==> src/rtl/sw_led_pkg.sv <==
// rtl/sw_led_pkg.sv - shared sizes and group helper for the switch/LED block
package sw_led_pkg;

  localparam int NUM_GROUPS  = 4;
  localparam int GROUP_WIDTH = 4;
  localparam int NUM_SW      = NUM_GROUPS * GROUP_WIDTH;
  localparam int SYNC_STAGES = 2;

  function automatic int grp_of(input int idx);
    return idx / GROUP_WIDTH;
  endfunction

endpackage

==> src/rtl/btn_debounce.sv <==
// rtl/btn_debounce.sv - 2-FF synchronizer plus symmetric debounce for one push button
module btn_debounce
  import sw_led_pkg::*;
#(
  parameter int DEBOUNCE_CYCLES = 4
) (
  input  logic clk,
  input  logic rst,
  input  logic din_async,
  output logic dout
);

  localparam int CW = $clog2(DEBOUNCE_CYCLES) + 1;

  logic [SYNC_STAGES-1:0] sync;
  logic [CW-1:0]          cnt;
  logic                   synced;

  assign synced = sync[SYNC_STAGES-1];

  // Any cycle of agreement restarts the count, so only a sustained change is accepted.
  always_ff @(posedge clk) begin
    if (rst) begin
      sync <= '0;
      cnt  <= '0;
      dout <= 1'b0;
    end else begin
      sync <= {sync[SYNC_STAGES-2:0], din_async};
      if (synced == dout) begin
        cnt <= '0;
      end else if (cnt == CW'(DEBOUNCE_CYCLES - 1)) begin
        dout <= synced;
        cnt  <= '0;
      end else begin
        cnt <= cnt + CW'(1);
      end
    end
  end

endmodule

==> src/rtl/sw_led_ctrl.sv <==
// rtl/sw_led_ctrl.sv - synchronized switch-to-LED mapping with per-group button blanking
module sw_led_ctrl
  import sw_led_pkg::*;
#(
  parameter int DEBOUNCE_CYCLES = 4
) (
  input  logic clk,
  input  logic rst,
  input  logic sw0,  input  logic sw1,  input  logic sw2,  input  logic sw3,
  input  logic sw4,  input  logic sw5,  input  logic sw6,  input  logic sw7,
  input  logic sw8,  input  logic sw9,  input  logic sw10, input  logic sw11,
  input  logic sw12, input  logic sw13, input  logic sw14, input  logic sw15,
  input  logic push_button1,
  input  logic push_button2,
  input  logic push_button3,
  input  logic push_button4,
  output logic led0,  output logic led1,  output logic led2,  output logic led3,
  output logic led4,  output logic led5,  output logic led6,  output logic led7,
  output logic led8,  output logic led9,  output logic led10, output logic led11,
  output logic led12, output logic led13, output logic led14, output logic led15
);

  logic [NUM_SW-1:0]     sw;
  logic [NUM_SW-1:0]     sw_s1;
  logic [NUM_SW-1:0]     sw_s2;
  logic [NUM_SW-1:0]     mask;
  logic [NUM_SW-1:0]     led;
  logic [NUM_GROUPS-1:0] btn;
  logic [NUM_GROUPS-1:0] btn_db;

  assign sw  = {sw15, sw14, sw13, sw12, sw11, sw10, sw9, sw8,
                sw7, sw6, sw5, sw4, sw3, sw2, sw1, sw0};
  assign btn = {push_button4, push_button3, push_button2, push_button1};

  for (genvar g = 0; g < NUM_GROUPS; g++) begin : g_btn
    btn_debounce #(.DEBOUNCE_CYCLES(DEBOUNCE_CYCLES)) u_db (
      .clk       (clk),
      .rst       (rst),
      .din_async (btn[g]),
      .dout      (btn_db[g])
    );
  end

  always_comb begin
    mask = '0;
    for (int i = 0; i < NUM_SW; i++) begin
      mask[i] = btn_db[grp_of(i)];
    end
  end

  always_ff @(posedge clk) begin
    if (rst) begin
      sw_s1 <= '0;
      sw_s2 <= '0;
      led   <= '0;
    end else begin
      sw_s1 <= sw;
      sw_s2 <= sw_s1;
      led   <= sw_s2 & ~mask;
    end
  end

  assign {led15, led14, led13, led12, led11, led10, led9, led8,
          led7, led6, led5, led4, led3, led2, led1, led0} = led;

endmodule

==> config.mk <==
export PLATFORM = sky130hd
export DESIGN_NAME = sw_led_ctrl
export DESIGN_NICKNAME = d
export VERILOG_FILES = /design/src/rtl/sw_led_pkg.sv /design/src/rtl/btn_debounce.sv /design/src/rtl/sw_led_ctrl.sv
export SDC_FILE = /design/constraint.sdc
export NUM_CORES = 1
export LEC_CHECK = 0
export ABC_AREA = 1
export CAP_MARGIN = 20
export CORE_MARGIN = 3
export CORE_UTILIZATION = 30
export CTS_CLUSTER_DIAMETER = 30
export DETAILED_ROUTE_END_ITERATION = 10
export PLACE_DENSITY_LB_ADDON = 0.1
export SYNTH_ARGS = -nofsm -noshare
export SYNTH_HDL_FRONTEND = slang
export SYNTH_SLANG_ARGS = --single-unit
==> constraint.sdc <==
create_clock -name clk -period 1.2 [get_ports clk]
set_clock_uncertainty 0.1 [all_clocks]
set_input_delay 0.12 -clock clk [delete_from_list [all_inputs] [get_ports clk]]
set_output_delay 0.12 -clock clk [all_outputs]
set_load 0.05 [all_outputs]
# Yosys cells after proc, flatten, opt, wreduce, memory -nomap -nowiden
# Cells that the tools add are included.
[word_totals]
reg_bits = 72
in_bits = 22
out_inout_bits = 16
[classes]
addsub = 4
eq_ne = 8
bitwise_logic = 6
n_reduce_logical = 8
[op_table]
columns = ["cell", "count"]
rows = [
  ["$and 16x16->16", 1],
  ["$not 16->16", 1],
  ["$add 3x1->3 const B", 4],
  ["$eq 3x2->1 const B", 4],
  ["$reduce_or 3->1", 4],
  ["$reduce_and 2->1", 4],
  ["$eq 1x1->1", 4],
  ["$not 1->1", 4],
]

# Longest topological paths before layout
# Gate-level depths: netlist of run 1.
[logic_depth]
depth_word = 3
depth_mapped = 5
mapped_depth_nobuf = 5

# Hierarchy
# From an unflattened synthesis of run 1, not the netlist that was laid out.
[unflattened]
hier_cells = 259
hier_area_um2 = 2274.7
[by_module_without_submodules]
columns = ["mod", "n_inst", "cells_each", "area_each_um2", "seq_area_each_um2"]
rows = [
  ["sw_led_ctrl", 1, 151, 1368.8, 960.9],
  ["btn_debounce", 4, 27, 226.5, 120.1],
]

# Worst setup path before layout of run 1
# OpenSTA, ideal clock, no wires.
[synth_path]
path_kind = "flip-flop to flip-flop"
from = "register g_btn[0].u_db.cnt[0]"
to = "register g_btn[0].u_db.cnt[0]"
t_arrival_ps = 944
path_slack_ps = 91
stages_incl_launch_ff = 6
cell_sequence = "dfxtp_1 -> ha_1 -> ha_1 -> nor2_1 -> nand3_1 -> nor2_1"
[synth_via]
elab_chain_len = 2
word_cells_on_any_way = 3
[synth_lines]
columns = ["element", "line_no", "source"]
rows = [
  ["start, declared", "btn_debounce.sv:16", "logic [CW-1:0] cnt;"],
  ["start signal, assigned", "btn_debounce.sv:35", "cnt <= cnt + CW'(1);"],
  ["branches (longest 2 deep; another with $add 3x1->3)", "--", ""],
]
# Several ways; the timed one is not identified.
# A chain may end at the register's enable or synchronous reset.

# Worst setup path in the final report of run 1
[layout_path]
from = "register g_btn[3].u_db.cnt[0]"
to = "register g_btn[3].u_db.cnt[0]"
[layout_via]
elab_chain_len = 2
word_cells_on_any_way = 3
[layout_lines]
columns = ["element", "line_no"]
rows = [
  ["start, declared", "btn_debounce.sv:16"],
  ["start signal, assigned", "btn_debounce.sv:35"],
  ["branches (longest 2 deep; another with $add 3x1->3)", "--"],
]
# Several ways; the timed one is not identified.

==> metrics, run 1 <==
Final Cell Area=about 3200 um^2; initial antenna violation count=0; crit path cell chain=ha_4 > ha_4 > nor2_1 > nand3_1 > nor2_1; synth top area cells=dfxtp_1, nor2_1, inv_1, ha_1, nand2_1; Post-Synth XOR/XNOR Area=0%; max-cap violations=0; TritonCTS clock tree=yes; slew margin rel.=between 80 and 90%; final WL=~3.4 mm; hpwl dp=2.29 mm; Synth area leader=dfxtp_1; H-tree depth=3; post-route minimum period=~1.1 ns; Final Hold Viols=0; gp weighted congestion=roughly 0.67; Synth Instances=260; largest net degree at the start of global routing=23; sequential share of power=just over 50%; largest family of logic cells by synthesized area=simple AND/OR/NAND/NOR gates; first-pass iteration count of the detailed router=3; nature of the critical path startpoint=flop; DRC viols=0; Post-synth EDFFs=0; post-synthesis simple-gate area fraction=a little under a fifth; Worst-Skew Late Latency=about 0.32 ns; async set or reset register ratio after synthesis=0%; RSZ-0062 raised after global routing=yes; Final Non-Filler Cells=approximately 400; DP Area=around 2900 um^2; TritonCTS Sinks=72; first-pass GRT wire length=a little under 6 mm; Bufs on Longest Clock Path=2; DR vias/cell=roughly 3.6; fraction of layout cells with a size suffix above 1=between 15 and 20%; Final ANT Viol Nets=0; Worst Hold Class=in2reg; Die Span Y=between 90 and 100 um; WL/cell=between 8 and 9 um; Worst Path Arrival=roughly 1.3 ns; hold slack=between 0.015 and 0.02 ns; die area=roughly 8700 um^2; count leader, synth=nor2_1; # placed instances=roughly 390; status=completed; Final WS setup=0.0569 ns; Syn Area/Cell=8.74 um^2; synthesized area=approximately 2300 um^2; Setup-failing EPs final=0; crit path max fanout=3; Distinct cells, synth=11; Fmax=just under 0.9 GHz; n_diodes=0; Seq/Total Area, Yosys=between 60 and 70%; Setup Buffers After CTS=0; Worst VDD drop=0.000587 V; number of port buffers=37; crit path kind=reg2reg; row count=31; Clock transition at path regs=about 0.07 ns; Area Overhead vs Synth=42.0%; synthesized-area fraction occupied by adder cells=between 4 and 5%; Vias=1,468; Yosys warning total=0; synthesized net count=290; FF+latch count, synth=72; Core Box Area=approximately 7300 um^2; internal cell power=about 3.9 mW; GR Overflow Total=0; Synth top area share=between 60 and 70%; CP required=approximately 1.4 ns; commonest cells in the netlist=nor2_1, dfxtp_1, inv_1; Slew Limit Fails=0; period utilization=a little over nine tenths; Worst setup EP type=flop; Post-Place Worst Slack=-0.00377 ns; global-route usage over all layers=8.82%; Synth Area in Compound Gates=less than 1%; Switching Power=between 0.9 and 1 mW; Initial Utilization=between 30% and 40%; Tightest Pin Transition=around 0.23 ns; Gate power share=under 10%; CP peak stage delay=around 0.34 ns; initial DRC count=38; vias in the first global route=between 1,000 and 1,500; PwrDens=1500 nW/um^2; TritonCTS buffer count=9; fraction of synthesized area in multiplexers=0%; Sw Share=roughly 20%; cell family with most CP delay=flip-flops; # IOs=38; die width=roughly 93 um; total power=between 4 and 5 mW; CP bufs+invs=0; clock power share=between 40% and 50%; ys flop type=dfxtp_1; Critical Path Slowest Stage Cell=dfxtp_2; Nets=335; filler cell count in the final layout=740; leakage power=1.42 nW; CTS root buffer=clkbuf_8
## power groups by stage
stage,logic [mW],clock network (mW),registers (mW)
3_3_place_gp,0.302,0,2.55
6_report,0.304,2.02,2.50
4_1_cts,0.303,2.10,2.50
3_5_place_dp,0.303,0,2.56
2_1_floorplan,0.115,0,2.59
5_1_grt,0.339,2.22,2.51
## metal layers
metal,GRT usage (%),wire (um),vias to the layer above
met3,2.98,159,4
met4,6.23,63,0
li1,-,-,823
met2,14.4,1590,32
met5,0,0,-
met1,9.55,1610,609
## cells by family (layout without fill, tap and decap cells)
group	after synthesis	after routing
simple gates	108	108
flops	72	72
buf+inv	68	118
fa+ha+maj	8	8
compound gates	4	4
## cells in the final DEF (no fill, tap or decap)
cell / instances
nand3_1: 3
buf_4: 3
nor2_1: 75
clkbuf_1: 3
clkdlybuf4s50_1: 20
dfxtp_1: 67
inv_2: 1
buf_2: 1
buf_12: 17
nor2_4: 1
ha_2: 1
dfxtp_2: 5
ha_4: 7
clkbuf_8: 10
nand3_2: 1
nand2_1: 24
clkinv_2: 1
nor2_2: 4
inv_1: 60
bufinv_16: 2
o21ai_0: 4
## worst paths after layout
| kind | start | to | slack [ns] | cells after the start |
|---|---|---|---|---|
| hold reg to reg | sw_s1[12] | sw_s2[12] | 0.30 | 2 |
| hold / removal | rst | g_btn[1].u_db.sync[1] | 0.02 | 2 |
| setup reg to reg | g_btn[3].u_db.cnt[0] | g_btn[3].u_db.cnt[0] | 0.06 | 5 |
| setup / recovery | g_btn[3].u_db.cnt[0] | g_btn[3].u_db.cnt[0] | 0.06 | 5 |
## worst register-to-register path, cell delays in order (launching register included)
cell     delay (ns)
dfxtp_2        0.34
ha_4           0.16
ha_4           0.16
nor2_1         0.08
nand3_1        0.12
nor2_1         0.12
## state kept, by name, indices dropped and copies added (netlist names)
register / cells
led: 16
g_btn.u_db.cnt: 12
sw_s2: 16
g_btn.u_db.dout: 4
g_btn.u_db.sync: 8
sw_s1: 16
## through the flow
| step | util (%) | TNS, ns |
|---|---|---|
| 6_report | 44.2 | 0 |
| 2_1_floorplan | - | 0 |
| 3_5_place_dp | 39.7 | -0.00377 |
| 5_1_grt | 44.2 | -0.0709 |
| 3_3_place_gp | 39.7 | 0 |
| 4_1_cts | 42.7 | 0 |
## repair_timing
action | in CTS | in global routing
endpoints found under the setup margin | 3 | 13
resized for setup | 1 | 24
pin swaps | 2 | 18
hold buffers | 0 | 0
## final cells by class
cell class                 count  area (um^2)  share of cell area [%]
sequential                    72         1450                    44.9
multi-input combinational    120          643                    19.9
timing repair buffer          41          568                    17.6
inverter                      61          229                    7.10
clock buffer                  13          149                    4.62
tap                           99          124                    3.84
clock inverter                 3         65.1                    2.02
No activity file was read; power rests on OpenSTA's default activity.
==> run 2, diff against run 1 <==
==> constraint.sdc (replaced) <==
create_clock -name clk -period 1.41 [get_ports clk]
set_clock_uncertainty 0.1 [all_clocks]
set_input_delay 0.141 -clock clk [delete_from_list [all_inputs] [get_ports clk]]
set_output_delay 0.141 -clock clk [all_outputs]
set_load 0.05 [all_outputs]
==> metrics, run 2 (synthesis results as in run 1) <==
CTS root buffer=clkbuf_8; met1 usage=10.2% (+0.66 points); Final WS setup=0.210 ns (+0.153 ns); Tightest Pin Transition=0.287 ns (+0.0517 ns); filler cell count in the final layout=752 (+1.6%); Gate power share=6.4% (about the same); vias in the first global route=1,402 (+0.21%); PwrDens=1290 nW/um^2 (-14%); row count=31 (unchanged); DR vias/cell=3.61 (+0.45%); die width=93.0 um (unchanged); Worst-Skew Late Latency=0.33 ns (about the same); gp weighted congestion=0.647 (-3.1%); leakage power=1.42 nW (about the same); Final ANT Viol Nets=0 (unchanged); Worst VDD drop=0.000475 V (-19%); Setup Buffers After CTS=0 (unchanged); Worst Hold Class=in2reg; initial DRC count=17 (-55%); initial antenna violation count=0 (unchanged); # IOs=38 (unchanged); first-pass iteration count of the detailed router=4 (+1); gr busiest metal=met2; largest registers=led (16), sw_s1 (16), sw_s2 (16); RSZ-0062 raised after global routing=no; met2 Usage GRT=13.6% (-0.78 points); n_diodes=0 (unchanged); Slew Limit Fails=0 (unchanged); Worst Path Arrival=1.37 ns (+0.07 ns); Worst R2R Start=g_btn[1].u_db.cnt[0]; largest net degree at the start of global routing=26 (+13%); nature of the critical path startpoint=flop; commonest non-fill, non-tap cells in the layout=nor2_1, dfxtp_1, inv_1, nand2_1, clkdlybuf4s50_1; clock power share=40.5% (-1.4 points); commonest non-fill, non-tap cell in the layout=nor2_1; status=completed; crit path from=g_btn[1].u_db.cnt[0]; slew margin rel.=80.9% (-3.4 points); Initial Utilization=31.2% (unchanged); crit path kind=reg2reg; Core Box Area=7290 um^2 (unchanged); global-route usage over all layers=8.80% (-0.014 points); DRC viols=0 (unchanged); Setup-failing EPs final=0 (unchanged); GR Overflow Total=0 (unchanged); Worst Hold Launch=rst; max-cap violations=0 (unchanged); fraction of layout cells with a size suffix above 1=12.6% (-4.8 points); Nets=334 (-0.30%); met3 Use GR=2.90% (-0.080 points); CTS Hold Bufs=0 (unchanged); Post-Place Worst Slack=0.209 ns (+0.213 ns); first-pass GRT wire length=5.91 mm (+0.70%); crit path max fanout=3 (unchanged); Die Span Y=93.0 um (unchanged); number of port buffers=37 (unchanged); total power=4.00 mW (-17%); sequential share of power=53.1% (+1.3 points); total negative slack=0 ns (unchanged); WL/cell=7.85 um (-6.2%); CP required=1.58 ns (+0.22 ns); Fmax=0.833 GHz (-4.7%); TritonCTS buffer count=9 (unchanged); Clock transition at path regs=0.07 ns (about the same); TritonCTS Sinks=72 (unchanged); period utilization=85.1% (-10 points); die area=8650 um^2 (unchanged); TritonCTS clock tree=yes; final WL=3.20 mm (-6.4%); Bufs on Longest Clock Path=2 (unchanged); Switching Power=0.895 mW (-7.7%); Area Overhead vs Synth=36.8%; hpwl dp=2.25 mm (-1.9%); Final Hold Viols=0 (unchanged); internal cell power=3.11 mW (-19%); post-route minimum period=1.20 ns (+0.0569 ns); Sw Share=22.4% (+2.3 points); Worst setup EP type=flop; post-CTS sizing=0 (-1); H-tree depth=3 (unchanged); Vias=1,471 (+0.20%)
==> run 2: cell count changes in the layout (fill, tap and decap cells not counted), moves of 3 or more <==
| cell | change |
|---|---|
| ha_1 | +8 |
| dfxtp_1 | +5 |
| nor2_1 | +3 |
| ha_4 | -7 |
| dfxtp_2 | -5 |
| clkbuf_1 | -3 |
==> run 2: final timing paths <==
kind / to / slack, ns / cells after the start
worst max register to register: g_btn[1].u_db.cnt[1] / 0.21 / 5
worst min-delay path: led[11] / 0.06 / 2
worst min register to register: sw_s2[2] / 0.30 / 2
worst max-delay path: g_btn[1].u_db.cnt[1] / 0.21 / 5
==> run 2: area by class of cell <==
type                    instances  area, um^2  share of cell area [%]
well taps                      99         124                    3.99
clock buffers                  10         138                    4.43
flip-flops and latches         72        1440                    46.4
multi-input cells             120         536                    17.2
clock inverters                 6        67.6                    2.17
repair buffers                 40         573                    18.4
inverters                      61         229                    7.37
==> run 2: worst max-delay path, stage by stage (launching register included) <==
cell and delay, ns:
dfxtp_1 0.32, ha_1 0.19, ha_1 0.20, nor2_1 0.11
nand3_1 0.12, nor2_1 0.11
==> run 2: layer usage <==
layer	wire length, um	part of all wire (%)
met1	1580	49
met2	1410	44
met3	148	4.6
met4	61	1.9
met5	0	0
==> run 2: metrics by stage <==
stage               hold slack, ns  instances  util [%]  cell area (um^2)
floorplan                    0.148        260         -              2270
global placement             0.290        392      39.8              2900
detailed placement           0.292        392      39.8              2900
CTS                         0.0416        408      42.6              3110
global route                0.0391        408      42.6              3110
finish                      0.0627        408      42.6              3110
==> run 2: power by group through the flow <==
stage	logic [mW]	registers (mW)	clock network, mW
2_1_floorplan	0.0982	2.21	0
3_3_place_gp	0.262	2.17	0
3_5_place_dp	0.263	2.17	0
4_1_cts	0.263	2.13	1.70
5_1_grt	0.288	2.13	1.79
6_report	0.257	2.13	1.62
==> run 3, diff against run 2 <==
--- a/config.mk
+++ b/config.mk
@@ -12,6 +12,7 @@
 export CTS_CLUSTER_DIAMETER = 30
 export DETAILED_ROUTE_END_ITERATION = 10
 export PLACE_DENSITY_LB_ADDON = 0.1
+export SETUP_SLACK_MARGIN = 0.02
 export SYNTH_ARGS = -nofsm -noshare
 export SYNTH_HDL_FRONTEND = slang
 export SYNTH_SLANG_ARGS = --single-unit
==> results of run 3 <==
Same layout as run 2: the final DEF is identical, and so are final timing and power.
==> edit 1: new RTL, config.mk and constraints of run 3 <==
`DEBOUNCE_CYCLES` is set to 4 in 2 places; all go to 16.
--- a/src/rtl/btn_debounce.sv
+++ b/src/rtl/btn_debounce.sv
@@ -3,5 +3,5 @@
   import sw_led_pkg::*;
 #(
-  parameter int DEBOUNCE_CYCLES = 4
+  parameter int DEBOUNCE_CYCLES = 16
 ) (
   input  logic clk,
--- a/src/rtl/sw_led_ctrl.sv
+++ b/src/rtl/sw_led_ctrl.sv
@@ -3,5 +3,5 @@
   import sw_led_pkg::*;
 #(
-  parameter int DEBOUNCE_CYCLES = 4
+  parameter int DEBOUNCE_CYCLES = 16
 ) (
   input  logic clk,
Function: changed (a bounded check fails within 10 cycles, from zero or initial values and one cycle with rst high).
==> edit 1 against run 3 <==
- synthesized area grew 17%
- core utilization is 0.19 points higher
- non-clock buffer count up 8
- setup slack worse by 0.10 ns
- total power is 5.7% higher
- cell area grew 15%
- fmax down 8.0%
- sequential cell count grew 8
- routed wire length rose by 31%
- sequential power rose by 10%
- first-iteration DRC count rose by 41%
==> edit 1: results (changes against run 3) <==
VDD IR-drop max -> 0.4209 mV (-11%)
Largest net degree at the start of global routing -> 35 (+35%)
Xor and xnor area share after synthesis -> 1.321% (+1.3 points)
Status -> finished clean
Routed WL -> 4209 um (+31%)
CTS clk-pin slew, worst paths -> 0.08 ns
Hold Path Class -> in -> reg
M1 WL -> 2098 um (+33%)
First-pass detailed-route iteration total -> 4 (unchanged)
PortBufs -> 37 (unchanged)
Multiplexer share of the synthesized area -> 0% (unchanged)
CP max stage cell -> dfxtp_2
Most flop-heavy register -> g_btn.u_db.cnt
Seq/Total Area, Yosys -> 60.41% (-3.0 points)
Share of cells above drive strength 1 -> 23.31% (+11 points)
Initial antenna violation count -> 0 (unchanged)
Syn Nets -> 330 (+14%)
Max reg flops -> 20
Post-synthesis compound-gate area fraction -> 2.643% (+1.8 points)
Vias in the first global route -> 1,622 (+16%)
Largest family of logic cells by synthesized area -> simple AND/OR/NAND/NOR gates
Crit-path leading delay family -> adder cells
Max layer used -> met4
Synth Area in Adders -> 3.775% (-0.63 points)
Vias -> 1,788 (+22%)
Post-DP HPWL -> 2820 um (+25%)
Largest stage delay, worst path -> 0.35 ns (+0.03 ns)
Synth Warn # -> 0 (unchanged)
Synth cell count leaders -> dfxtp_1 (80), nor2_1 (76), inv_1 (56)
N_diodes -> 0 (unchanged)
Relative slew margins -> 77.61% (-3.3 points)
Cts bufs inserted -> 9 (unchanged)
Cell variety after synth -> 17 (+6)
First-pass GRT wire length -> 7258 um (+23%)
H-tree depth -> 3 (unchanged)
Met3 WL post-DR -> 200 um (+35%)
CP Class -> reg -> reg
Later-pin clock latency in the skew report -> 0.34 ns
Required @ worst endpoint -> 1.60 ns (+0.02 ns)
GPL Wtd Cong -> 0.6694 (+3.5%)
Top post-synthesis cells by area -> dfxtp_1 (60%), nor2_1 (11%), inv_1 (7.9%), nand2_1 (5.1%), ha_1 (3.8%)
CTS Buffer Depth -> 2 (unchanged)
FFs w/ async S/R, synth -> 0% (unchanged)
Leak Pwr -> 1.524 nW (+7.7%)
Nets -> 382 (+14%)
Int Pwr -> 0.003271 W (+5.2%)
Worst-path fanout max -> 4 (+1)
Total global-route track usage -> 9.338% (+0.53 points)
Met2 wire len -> 1806 um (+28%)
Iteration-0 DRC count of the detailed router -> 24 (+7)
-- edit 1: cell count changes after synthesis, sizes merged --
cell | before | now
nand4 | 0 | 4
inv | 61 | 60
xnor2 | 0 | 4
a21oi | 0 | 4
clkinv | 0 | 1
nand2 | 24 | 36
dfxtp | 72 | 80
nand3 | 4 | 8
nor2 | 80 | 84
-- edit 1: power groups by stage --
| stage | Combinational [W] | Sequential, W | Clock [W] |
|---|---|---|---|
| 6_report | 0.000268 | 0.00235 | 0.00161 |
| 5_1_grt | 0.000297 | 0.00236 | 0.00178 |
| 4_1_cts | 0.000267 | 0.00235 | 0.00167 |
| 3_5_place_dp | 0.000266 | 0.00241 | 0 |
| 3_3_place_gp | 0.000264 | 0.00240 | 0 |
| 2_1_floorplan | 0.000102 | 0.00244 | 0 |
-- edit 1: timing repair --
action / CTS / global route
resized for setup: 4 / 16
buffers inserted: 0 / 3
pin swaps: 4 / 11
setup endpoints to repair: 13 / 23
-- edit 1: worst reg2reg max path, delay by kind of cell (launching register included) --
family | cells | cell delay, ns
DFF | 1 | 0.35
buffers and inverters | 1 | 0.12
and+or+nand+nor | 2 | 0.15
adders and majority gates | 2 | 0.39
AOI/OAI and AO/OA | 2 | 0.15
-- edit 1: logic make-up (layout without fill, tap and decap cells) --
group | after synthesis | in the layout
buffers and inverters | 68 | 124
DFF | 80 | 80
and+or+nand+nor | 132 | 132
xor gates and xnor gates | 4 | 4
AOI/OAI and AO/OA | 8 | 8
adders and majority gates | 8 | 8
-- edit 1: area by class of cell --
type,instances,area [um2]
Tap cell,105,131.4
Multi-Input combinational cell,152,823.3
Inverter,61,230.2
Timing Repair Buffer,48,608.1
Fill cell,860,4793
Clock inverter,5,58.81
Sequential cell,80,1609
Clock buffer,10,127.6
-- edit 1: worst paths after layout --
check,endpoint,depth (start not counted),slack [ns],startpoint
setup / recovery,g_btn[2].u_db.dout$_SDFFE_PP0P_,7,0.11,g_btn[2].u_db.cnt[0]$_SDFF_PP0_
hold / removal,g_btn[0].u_db.sync[0]$_SDFF_PP0_,2,0.02,rst
hold reg to reg,g_btn[1].u_db.sync[1]$_SDFF_PP0_,2,0.30,g_btn[1].u_db.sync[0]$_SDFF_PP0_
setup reg to reg,g_btn[2].u_db.dout$_SDFFE_PP0P_,7,0.11,g_btn[2].u_db.cnt[0]$_SDFF_PP0_
-- edit 1: routing by layer --
metal / global-route usage, % / up-vias
met5: 0 / -
met4: 6.218 / 0
met3: 3.058 / 9
met2: 13.85 / 28
met1: 11.54 / 775
li1: - / 976
-- edit 1: metrics by stage --
stage               cells  worst slack (ns)  cell area (um2)  setup TNS (ns)
CTS                   458           0.02552             3510               0
detailed placement    443          -0.02405             3314         -0.1061
floorplan             300           0.07246             2651               0
finish                461            0.1056             3588               0
global route          461           0.01653             3588               0
global placement      443           0.01746             3314               0
==> edit 2: new RTL, config.mk and constraints of run 3 <==
Without the edit above. Reset style: asynchronous (`rst`), changed in 2 clocked blocks.
--- a/src/rtl/btn_debounce.sv
+++ b/src/rtl/btn_debounce.sv
@@ -20,5 +20,5 @@
 
   // Any cycle of agreement restarts the count, so only a sustained change is accepted.
-  always_ff @(posedge clk) begin
+  always_ff @(posedge clk or posedge rst) begin
     if (rst) begin
       sync <= '0;
--- a/src/rtl/sw_led_ctrl.sv
+++ b/src/rtl/sw_led_ctrl.sv
@@ -49,5 +49,5 @@
   end
 
-  always_ff @(posedge clk) begin
+  always_ff @(posedge clk or posedge rst) begin
     if (rst) begin
       sw_s1 <= '0;
Behaviour: differs if rst is asserted again (counterexample within 4 cycles, from zero or initial values and one cycle with rst high); with rst held inactive, the same outputs for 10 cycles.
==> edit 2 against run 3 <==
- final cell count is 18% lower
- critical path type is now reg -> out
- hold slack better by 0.076 ns
- sequential cell count did not move
- synthesized cell count decreased by 30%
- cell area grew 1.2%
- synthesized area is essentially flat
- routed wire length grew 1.3%
- critical path depth fell by 4
- setup slack better by 0.057 ns
- largest cell class unchanged
- global-route usage is 0.27 points lower
- fmax grew 5.0%
- register-to-register slack gained 0.17 ns
Power is not compared: it rests on default switching activity, and its combinational part moved more than twofold at a synthesized area within 25%.
==> edit 2: results (changes against run 3) <==
Dominant synthesized flop cell -> dfrtp_1
Status -> finished clean
Nets -> 256 (-23%)
Cell variety after synth -> 8 (-3)
Average wire per standard cell -> 9.713 um (+24%)
Worst-path fanout max -> 1 (-2)
Vias per cell -> 3.710 (+2.9%)
Syn Nets -> 207 (-29%)
Crit path launch -> led[10]$_DFF_PP0_
Crit-path leading delay family -> flip-flops
Worst slew pin tran -> 0.3619 ns (+0.07533 ns)
FILL cells -> 710 (-5.6%)
Top post-synthesis cells by area -> dfrtp_1 (79%), inv_1 (5.6%), nor2_1 (4.6%), nand2_1 (4.5%), ha_1 (2.2%)
CP max stage cell -> dfrtp_1
Critical Path AT -> 0.90 ns (-0.47 ns)
Share of cells above drive strength 1 -> 19.57% (+7.0 points)
Iteration-0 DRC count of the detailed router -> 44 (+27)
Total global-route track usage -> 8.536% (-0.27 points)
Largest stage delay, worst path -> 0.41 ns (+0.09 ns)
First-pass GRT wire length -> 5430 um (-8.1%)
FFs w/ async S/R, synth -> 100.0% (+100 points)
Post-DP HPWL -> 2164 um (-3.8%)
GPL Wtd Cong -> 0.6545 (+1.2%)
Synth cell count leaders -> dfrtp_1 (72), inv_1 (34), nor2_1 (28)
Critical R2R Launch -> g_btn[1].u_db.cnt[0]$_DFF_PP0_
[edit 2: changes by cell type after synthesis, sizes merged]
cell / delta
dfrtp: +72
dfxtp: -72
nor2: -52
inv: -23
nand2: +11
buf: -7
ha: -4
o21ai: -4
[edit 2: metrics by stage]
stage | instance area, um2 | std cells | hold slack (ns) | utilization, % | worst slack [ns]
2_1_floorplan | 2275 | 181 | 0.07243 | - | 0.3710
3_3_place_gp | 2949 | 318 | 0.2315 | 40.44 | 0.3786
3_5_place_dp | 2949 | 318 | 0.2347 | 40.44 | 0.3706
4_1_cts | 3146 | 334 | 0.1139 | 43.14 | 0.2400
5_1_grt | 3146 | 334 | 0.1188 | 43.14 | 0.2173
6_report | 3146 | 334 | 0.1388 | 43.14 | 0.2675
[edit 2: power groups by stage]
| stage | clock network, W | registers, W | logic (W) |
|---|---|---|---|
| after global placement | 0 | 0.00269 | 0.00147 |
| final | 0.00157 | 0.00264 | 0.00146 |
| after detailed placement | 0 | 0.00269 | 0.00148 |
| after floorplan | 0 | 0.00298 | 0.000449 |
| after global routing | 0.00173 | 0.00270 | 0.00158 |
| after CTS | 0.00164 | 0.00266 | 0.00149 |
[edit 2: final timing paths]
| check | end | slack (ns) | cells after the start |
|---|---|---|---|
| worst max register to register | g_btn[1].u_db.cnt[0]$_DFF_PP0_ | 0.38 | 4 |
| worst min-delay path | sw_s1[7]$_DFF_PP0_ | 0.14 | 1 |
| worst max-delay path | led10 | 0.27 | 1 |
| worst min register to register | sw_s2[1]$_DFF_PP0_ | 0.25 | 0 |
| max in group asynchronous | sw_s1[10]$_DFF_PP0_ | 0.77 | 3 |
| min in group asynchronous | sw_s2[14]$_DFF_PP0_ | 0.16 | 3 |
[edit 2: layout make-up]
| class | instances | share of cell area, % |
|---|---|---|
| Multi-Input combinational cell | 71 | 10.38 |
| Clock buffer | 9 | 3.938 |
| Clock inverter | 7 | 2.307 |
| Timing Repair Buffer | 38 | 17.50 |
| Inverter | 38 | 4.654 |
| Sequential cell | 72 | 57.28 |
| Tap cell | 99 | 3.938 |
[edit 2: kinds of logic after synthesis]
group / after synthesis / synth area share [%]
flops: 72 / 79.34
fa+ha+maj: 4 / 2.204
simple gates: 67 / 12.18
buf+inv: 38 / 6.281
[edit 2: per-layer routing]
metal	wire length [um]	GRT usage (%)	vias up
met5	0	0	-
met1	1487	10.30	586
met2	1465	12.30	33
met4	26	4.396	0
li1	-	-	618
met3	265	4.586	2
